`src/rtl/pwm_multi.sv`:
```
// Multi-channel PWM with prescaled counter, optional bit-reversed compare and
// double-buffered thresholds that commit only at the counter wrap.
module pwm_multi #(
    parameter int NCH     = 2,
    parameter int WIDTH   = 6,
    parameter int PRE_W   = 4,
    parameter int REVERSE = 1
) (
    input  logic             CLK,
    input  logic             RST,
    input  logic             WE,
    input  logic [3:0]       WADDR,
    input  logic [WIDTH-1:0] WDATA,
    output logic [NCH-1:0]   PWM,
    output logic [NCH-1:0]   PENDING,
    output logic             TICK
);

    localparam logic [3:0]       ADDR_DIV  = 4'(NCH);
    localparam logic [3:0]       ADDR_CTRL = 4'(NCH + 1);
    localparam logic [WIDTH-1:0] CNT_MAX   = '1;

    logic [WIDTH-1:0] cnt;
    logic [WIDTH-1:0] cmp;
    logic [PRE_W-1:0] pre;
    logic [PRE_W-1:0] div;
    logic             en;
    logic [WIDTH-1:0] shadow [NCH];
    logic [WIDTH-1:0] active [NCH];

    logic step;
    logic boundary;
    logic wr_ch;
    logic wr_div;
    logic wr_ctrl;
    logic force_load;

    always_comb begin
        cmp = cnt;
        if (REVERSE != 0) begin
            for (int b = 0; b < WIDTH; b++) begin
                cmp[b] = cnt[WIDTH-1-b];
            end
        end
    end

    assign step       = (pre == div);
    assign boundary   = step && (cnt == CNT_MAX);
    assign wr_ch      = WE && (WADDR < ADDR_DIV);
    assign wr_div     = WE && (WADDR == ADDR_DIV);
    assign wr_ctrl    = WE && (WADDR == ADDR_CTRL);
    assign force_load = wr_ctrl && WDATA[1];

    always_ff @(posedge CLK) begin
        if (RST) begin
            cnt     <= '0;
            pre     <= '0;
            div     <= '0;
            en      <= 1'b0;
            TICK    <= 1'b0;
            PWM     <= '0;
            PENDING <= '0;
            for (int i = 0; i < NCH; i++) begin
                shadow[i] <= '0;
                active[i] <= '0;
            end
        end else begin
            // A force load restarts the period and overrides any step this cycle.
            if (force_load) begin
                cnt <= '0;
                pre <= '0;
            end else if (step) begin
                pre <= '0;
                cnt <= cnt + 1'b1;
            end else begin
                pre <= pre + 1'b1;
            end

            TICK <= boundary && !force_load;

            if (wr_div) begin
                div <= WDATA[PRE_W-1:0];
            end
            if (wr_ctrl) begin
                en <= WDATA[0];
            end

            for (int i = 0; i < NCH; i++) begin
                if (force_load || (boundary && PENDING[i])) begin
                    active[i]  <= shadow[i];
                    PENDING[i] <= 1'b0;
                end
                // A write on the commit cycle lands after the old shadow was copied.
                if (wr_ch && (WADDR == 4'(i))) begin
                    shadow[i]  <= WDATA;
                    PENDING[i] <= 1'b1;
                end
                PWM[i] <= en && (cmp < active[i]);
            end
        end
    end

endmodule

```
`config.mk`:
```
export PLATFORM = sky130hd
export DESIGN_NAME = pwm_multi
export DESIGN_NICKNAME = d
export VERILOG_FILES = /design/src/rtl/pwm_multi.sv
export SDC_FILE = /design/constraint.sdc
export NUM_CORES = 1
export LEC_CHECK = 0
export BUFFER_PORTS_ARGS = -buffer_cell sky130_fd_sc_hd__buf_2
export CAP_MARGIN = 20
export CORE_MARGIN = 2
export CORE_UTILIZATION = 25
export CTS_CLUSTER_DIAMETER = 60
export DETAILED_ROUTE_END_ITERATION = 12
export GPL_TIMING_DRIVEN = 1
export PLACE_DENSITY = 0.5
export SYNTH_ARGS = -nofsm -noshare
export SYNTH_HDL_FRONTEND = slang
export SYNTH_SLANG_ARGS = --single-unit
```
`constraint.sdc`:
```
create_clock -name CLK -period 2.3 [get_ports CLK]
set_input_delay 0.46 -clock CLK [delete_from_list [all_inputs] [get_ports CLK]]
set_output_delay 0.46 -clock CLK [all_outputs]
set_load 0.02 [all_outputs]
```
==> metrics.txt <==
# TYPE chip_impl_metric gauge
chip_impl_metric{name="worst_hold_slack",unit="ns"} 0.402
chip_impl_metric{name="fp.dieArea",unit="µm²"} 8990
chip_impl_metric{name="share_of_cells_above_drive_strength_1",unit=""} 0.224
chip_impl_metric{name="place_area",unit="µm²"} 2300
chip_impl_metric{name="tns",unit="ns"} 0
chip_impl_metric{name="drt_pre_antenna_iters",unit=""} 4
chip_impl_metric{name="synthesis.nets",unit=""} 200
chip_impl_metric{name="globalplace.congestion",unit=""} 0.696
chip_impl_metric{name="min_path_cells",unit=""} 2
chip_impl_metric{name="worst-endpoint-arrival",unit="ns"} 1.94
chip_impl_metric{name="cts_repair_resize_count",unit=""} 0
chip_impl_metric{name="ys_warns",unit=""} 0
chip_impl_info{name="worst_hold_path_type",value="in2reg"} 1
chip_impl_info{name="mostFrequentLayoutCell",value="sky130_fd_sc_hd__edfxtp_1"} 1
chip_impl_metric{name="max_freq",unit="MHz"} 550
chip_impl_metric{name="peakVddDrop",unit="mV"} 0.250
chip_impl_metric{name="gr-total-overflow",unit=""} 0
chip_impl_metric{name="fp-row-count",unit=""} 33
chip_impl_metric{name="flow.area_growth_from_synthesis",unit="%"} 16.0
chip_impl_metric{name="worst_pin_slew",unit="ns"} 0.426
chip_impl_info{name="synth-main-ff-cell",value="sky130_fd_sc_hd__edfxtp_1"} 1
chip_impl_metric{name="fp.coreArea",unit="µm²"} 8090
chip_impl_metric{name="antenna_found_initial",unit=""} 0
chip_impl_metric{name="worstRegToRegCells",unit=""} 4
chip_impl_metric{name="relSlewSlack",unit=""} 0.715
chip_impl_info{name="timing.setup.critical_path_class",value="reg2reg"} 1
chip_impl_metric{name="power.static_leakage",unit="nW"} 0.913
chip_impl_info{name="final_cell_mix",value="24 x sky130_fd_sc_hd__edfxtp_1, 20 x sky130_fd_sc_hd__dfxtp_1, 17 x sky130_fd_sc_hd__buf_2"} 1
chip_impl_metric{name="holdBufCountCts",unit=""} 0
chip_impl_metric{name="vias_per_cell",unit=""} 4.24
chip_impl_info{name="rsz0062_at_grt",value="false"} 1
chip_impl_info{name="end_of_the_worst_register_to_register_path",value="active[0][5]$_SDFFCE_PN0P_"} 1
chip_impl_metric{name="min_period",unit="ns"} 1.82
chip_impl_metric{name="synth-edff-count",unit=""} 24
chip_impl_metric{name="grt_util_all_layers",unit=""} 0.0905
chip_impl_info{name="post-synth-top-area-cell",value="sky130_fd_sc_hd__edfxtp_1"} 1
chip_impl_metric{name="detail_route.iter0.violations",unit=""} 53
chip_impl_metric{name="effective_utilization_at_floorplan",unit=""} 0.255
chip_impl_metric{name="finClkSkew",unit="ns"} 0.00694
chip_impl_metric{name="remaining_drc_errors",unit=""} 0
chip_impl_metric{name="asyncSetResetFlopFracSynth",unit=""} 0
chip_impl_metric{name="setup_viol",unit=""} 0
chip_impl_metric{name="distinct_cells_synth",unit=""} 35
chip_impl_metric{name="detailed_place_hpwl",unit="mm"} 2.81
chip_impl_info{name="setup.worst_path.start_class",value="flop"} 1
chip_impl_metric{name="ys_seq_area_frac",unit=""} 0.544
chip_impl_metric{name="area_taken_by_multi_input_logic_gates",unit="µm²"} 862
chip_impl_metric{name="ant_nets",unit=""} 0
chip_impl_metric{name="htreeDepth",unit=""} 2
chip_impl_info{name="clk_root_buffer_cell",value="sky130_fd_sc_hd__clkbuf_8"} 1
chip_impl_info{name="worstHoldStart",value="RST"} 1
chip_impl_metric{name="ioPinCount",unit=""} 18
chip_impl_metric{name="timing.final.hold_violations",unit=""} 0
chip_impl_metric{name="antenna-diode-count",unit=""} 0
chip_impl_metric{name="path_clk_slew",unit="ns"} 0.08
chip_impl_metric{name="syn_area",unit="µm²"} 2060
chip_impl_metric{name="finish.instance_area",unit="µm²"} 2390
chip_impl_info{name="run_status",value="completed"} 1
chip_impl_info{name="synth.top_cells.by_area",value="sky130_fd_sc_hd__edfxtp_1 35%, sky130_fd_sc_hd__dfxtp_1 19%, sky130_fd_sc_hd__ha_1 7.3%"} 1
chip_impl_metric{name="critPathMaxFanout",unit=""} 12
chip_impl_metric{name="die_h",unit="µm"} 94.8
chip_impl_metric{name="post-cts-setup-buffers",unit=""} 0
chip_impl_metric{name="ff2ff_setup_slack",unit="ns"} 0.48
chip_impl_metric{name="final-seq-area",unit="µm²"} 1120
chip_impl_metric{name="avgSynthCellArea",unit="µm²"} 11.8
chip_impl_metric{name="cellPowerDensity",unit="nW/µm²"} 641
chip_impl_metric{name="cts_buffers",unit=""} 5
chip_impl_metric{name="grt_max_degree",unit=""} 17
chip_impl_metric{name="fin_crit_sh",unit=""} 0.790
chip_impl_metric{name="netlist_instances",unit=""} 175
chip_impl_metric{name="clock_insertion_delay_worst_skew",unit="ns"} 0.30
chip_impl_info{name="worstHoldEndpoint",value="en$_SDFFE_PP0N_"} 1
chip_impl_metric{name="place_inst",unit=""} 298
chip_impl_metric{name="final_nets",unit=""} 225
chip_impl_metric{name="grt_pass1_vias",unit=""} 1222
chip_impl_metric{name="final_util",unit=""} 0.295
chip_impl_metric{name="timing.max_cap.violations",unit=""} 0
chip_impl_info{name="worstSetupEndpointType",value="flop"} 1
chip_impl_info{name="cts_tree",value="yes"} 1
chip_impl_metric{name="vias",unit=""} 1296
chip_impl_metric{name="crit_required",unit="ns"} 2.42
chip_impl_metric{name="route.detailed.wl_per_inst",unit="µm"} 12.1
chip_impl_metric{name="fillCellCount",unit=""} 858
chip_impl_metric{name="number_of_storage_elements_in_the_synthesis_netlist",unit=""} 44
chip_impl_metric{name="final_cell_count_no_fill",unit=""} 306
chip_impl_metric{name="dieWidth",unit="µm"} 94.8
chip_impl_info{name="critical_path.reg2reg.startpoint",value="pre[2]$_SDFF_PP0_"} 1
chip_impl_metric{name="clockBufferDepth",unit=""} 2
chip_impl_metric{name="port_buffers",unit=""} 17
chip_impl_metric{name="total_routed_length",unit="mm"} 3.70
chip_impl_metric{name="report.final.slew_viol_count",unit=""} 0
chip_impl_metric{name="clock-sinks",unit=""} 44
chip_impl_info{name="critical_path.startpoint",value="pre[2]$_SDFF_PP0_"} 1
chip_impl_metric{name="grt_first_pass_wirelength",unit="mm"} 6.07
chip_impl_metric{name="yosys.area.top_type_share",unit=""} 0.350
==> power breakdown <==
| group | switching (mW) | internal (mW) | leakage, nW |
|---|---|---|---|
| Combinational | 0.0895 | 0.0678 | 0.469 |
| Clock | 0.254 | 0.245 | 0.0455 |
| Sequential | 0.0162 | 0.861 | 0.399 |
==> critical path: stages, from the launching register on <==
cell and delay (ns):
sky130_fd_sc_hd__dfxtp_1 0.41, sky130_fd_sc_hd__xnor2_2 0.13, sky130_fd_sc_hd__nand4_2 0.21, sky130_fd_sc_hd__o41a_4 0.64, sky130_fd_sc_hd__nor3b_1 0.24
==> synth_stat cells, types with 2 or more instances <==
| library cell | instances |
|---|---|
| sky130_fd_sc_hd__a2111oi_0 | 2 |
| sky130_fd_sc_hd__a21o_1 | 4 |
| sky130_fd_sc_hd__a21oi_1 | 6 |
| sky130_fd_sc_hd__and2_1 | 6 |
| sky130_fd_sc_hd__and3_1 | 3 |
| sky130_fd_sc_hd__clkbuf_1 | 4 |
| sky130_fd_sc_hd__dfxtp_1 | 20 |
| sky130_fd_sc_hd__edfxtp_1 | 24 |
| sky130_fd_sc_hd__ha_1 | 12 |
| sky130_fd_sc_hd__inv_1 | 13 |
| sky130_fd_sc_hd__mux2i_1 | 6 |
| sky130_fd_sc_hd__nand2_1 | 9 |
| sky130_fd_sc_hd__nand2b_1 | 2 |
| sky130_fd_sc_hd__nand3_1 | 7 |
| sky130_fd_sc_hd__nor2_1 | 13 |
| sky130_fd_sc_hd__nor3_1 | 2 |
| sky130_fd_sc_hd__nor3b_1 | 2 |
| sky130_fd_sc_hd__nor3b_2 | 11 |
| sky130_fd_sc_hd__o21a_1 | 3 |
| sky130_fd_sc_hd__o21ai_0 | 3 |
| sky130_fd_sc_hd__o31ai_1 | 2 |
| sky130_fd_sc_hd__or3_1 | 4 |
| sky130_fd_sc_hd__xnor2_1 | 4 |
| sky130_fd_sc_hd__xor2_1 | 2 |
==> worst max-delay path by stage <==
stage	end	slack, ns	cells past startpoint
finish	active[0][5]$_SDFFCE_PN0P_	0.48	4
detailed placement	active[0][11]$_SDFFCE_PN0P_	0.28	5
CTS	active[0][5]$_SDFFCE_PN0P_	0.48	4
global route	active[0][10]$_SDFFCE_PN0P_	0.36	4
global placement	active[0][10]$_SDFFCE_PN0P_	0.30	5
floorplan	active[0][0]$_SDFFCE_PN0P_	0.35	5
==> cell families after synthesis <==
family,after synthesis,synth area share
AND/OR/NAND/NOR,64,0.201
multiplexers,6,0.0291
AO/OA/AOI/OAI,23,0.0813
flip-flops,44,0.544
buffers and inverters,19,0.0382
XOR/XNOR,7,0.0334
adder cells (fa/ha/maj),12,0.0728
==> flip-flops by register name, summed over array words and instances, names as in the netlist <==
signal and cells:
en 1, TICK 1, shadow 12, active 12, div 4, PENDING 2
pre 4, PWM 2, cnt 6
==> routing by layer <==
| layer | share of wire | routed length [µm] | global-route usage | up-vias |
|---|---|---|---|---|
| met1 | 0.48 | 1780 | 0.110 | 605 |
| met5 | 0 | 0 | 0 | - |
| met4 | 0.016 | 59 | 0.0362 | 0 |
| met3 | 0.036 | 132 | 0.0327 | 6 |
| met2 | 0.47 | 1720 | 0.145 | 14 |
| li1 | - | - | - | 671 |
==> metrics by stage <==
| stage | setup slack (ns) | power [mW] |
|---|---|---|
| finish | 0.482 | 1.53 |
| global route | 0.360 | 1.61 |
| CTS | 0.480 | 1.56 |
| detailed placement | 0.277 | 1.05 |
| global placement | 0.297 | 1.05 |
| floorplan | 0.354 | 0.991 |
==> cell type report <==
type,instances,area share
inverter,13,0.0204
multi-input combinational,112,0.361
clock buffer,8,0.0377
sequential,44,0.469
tap,105,0.0549
timing repair buffer,24,0.0576
Power figures use the tool's default switching activity.
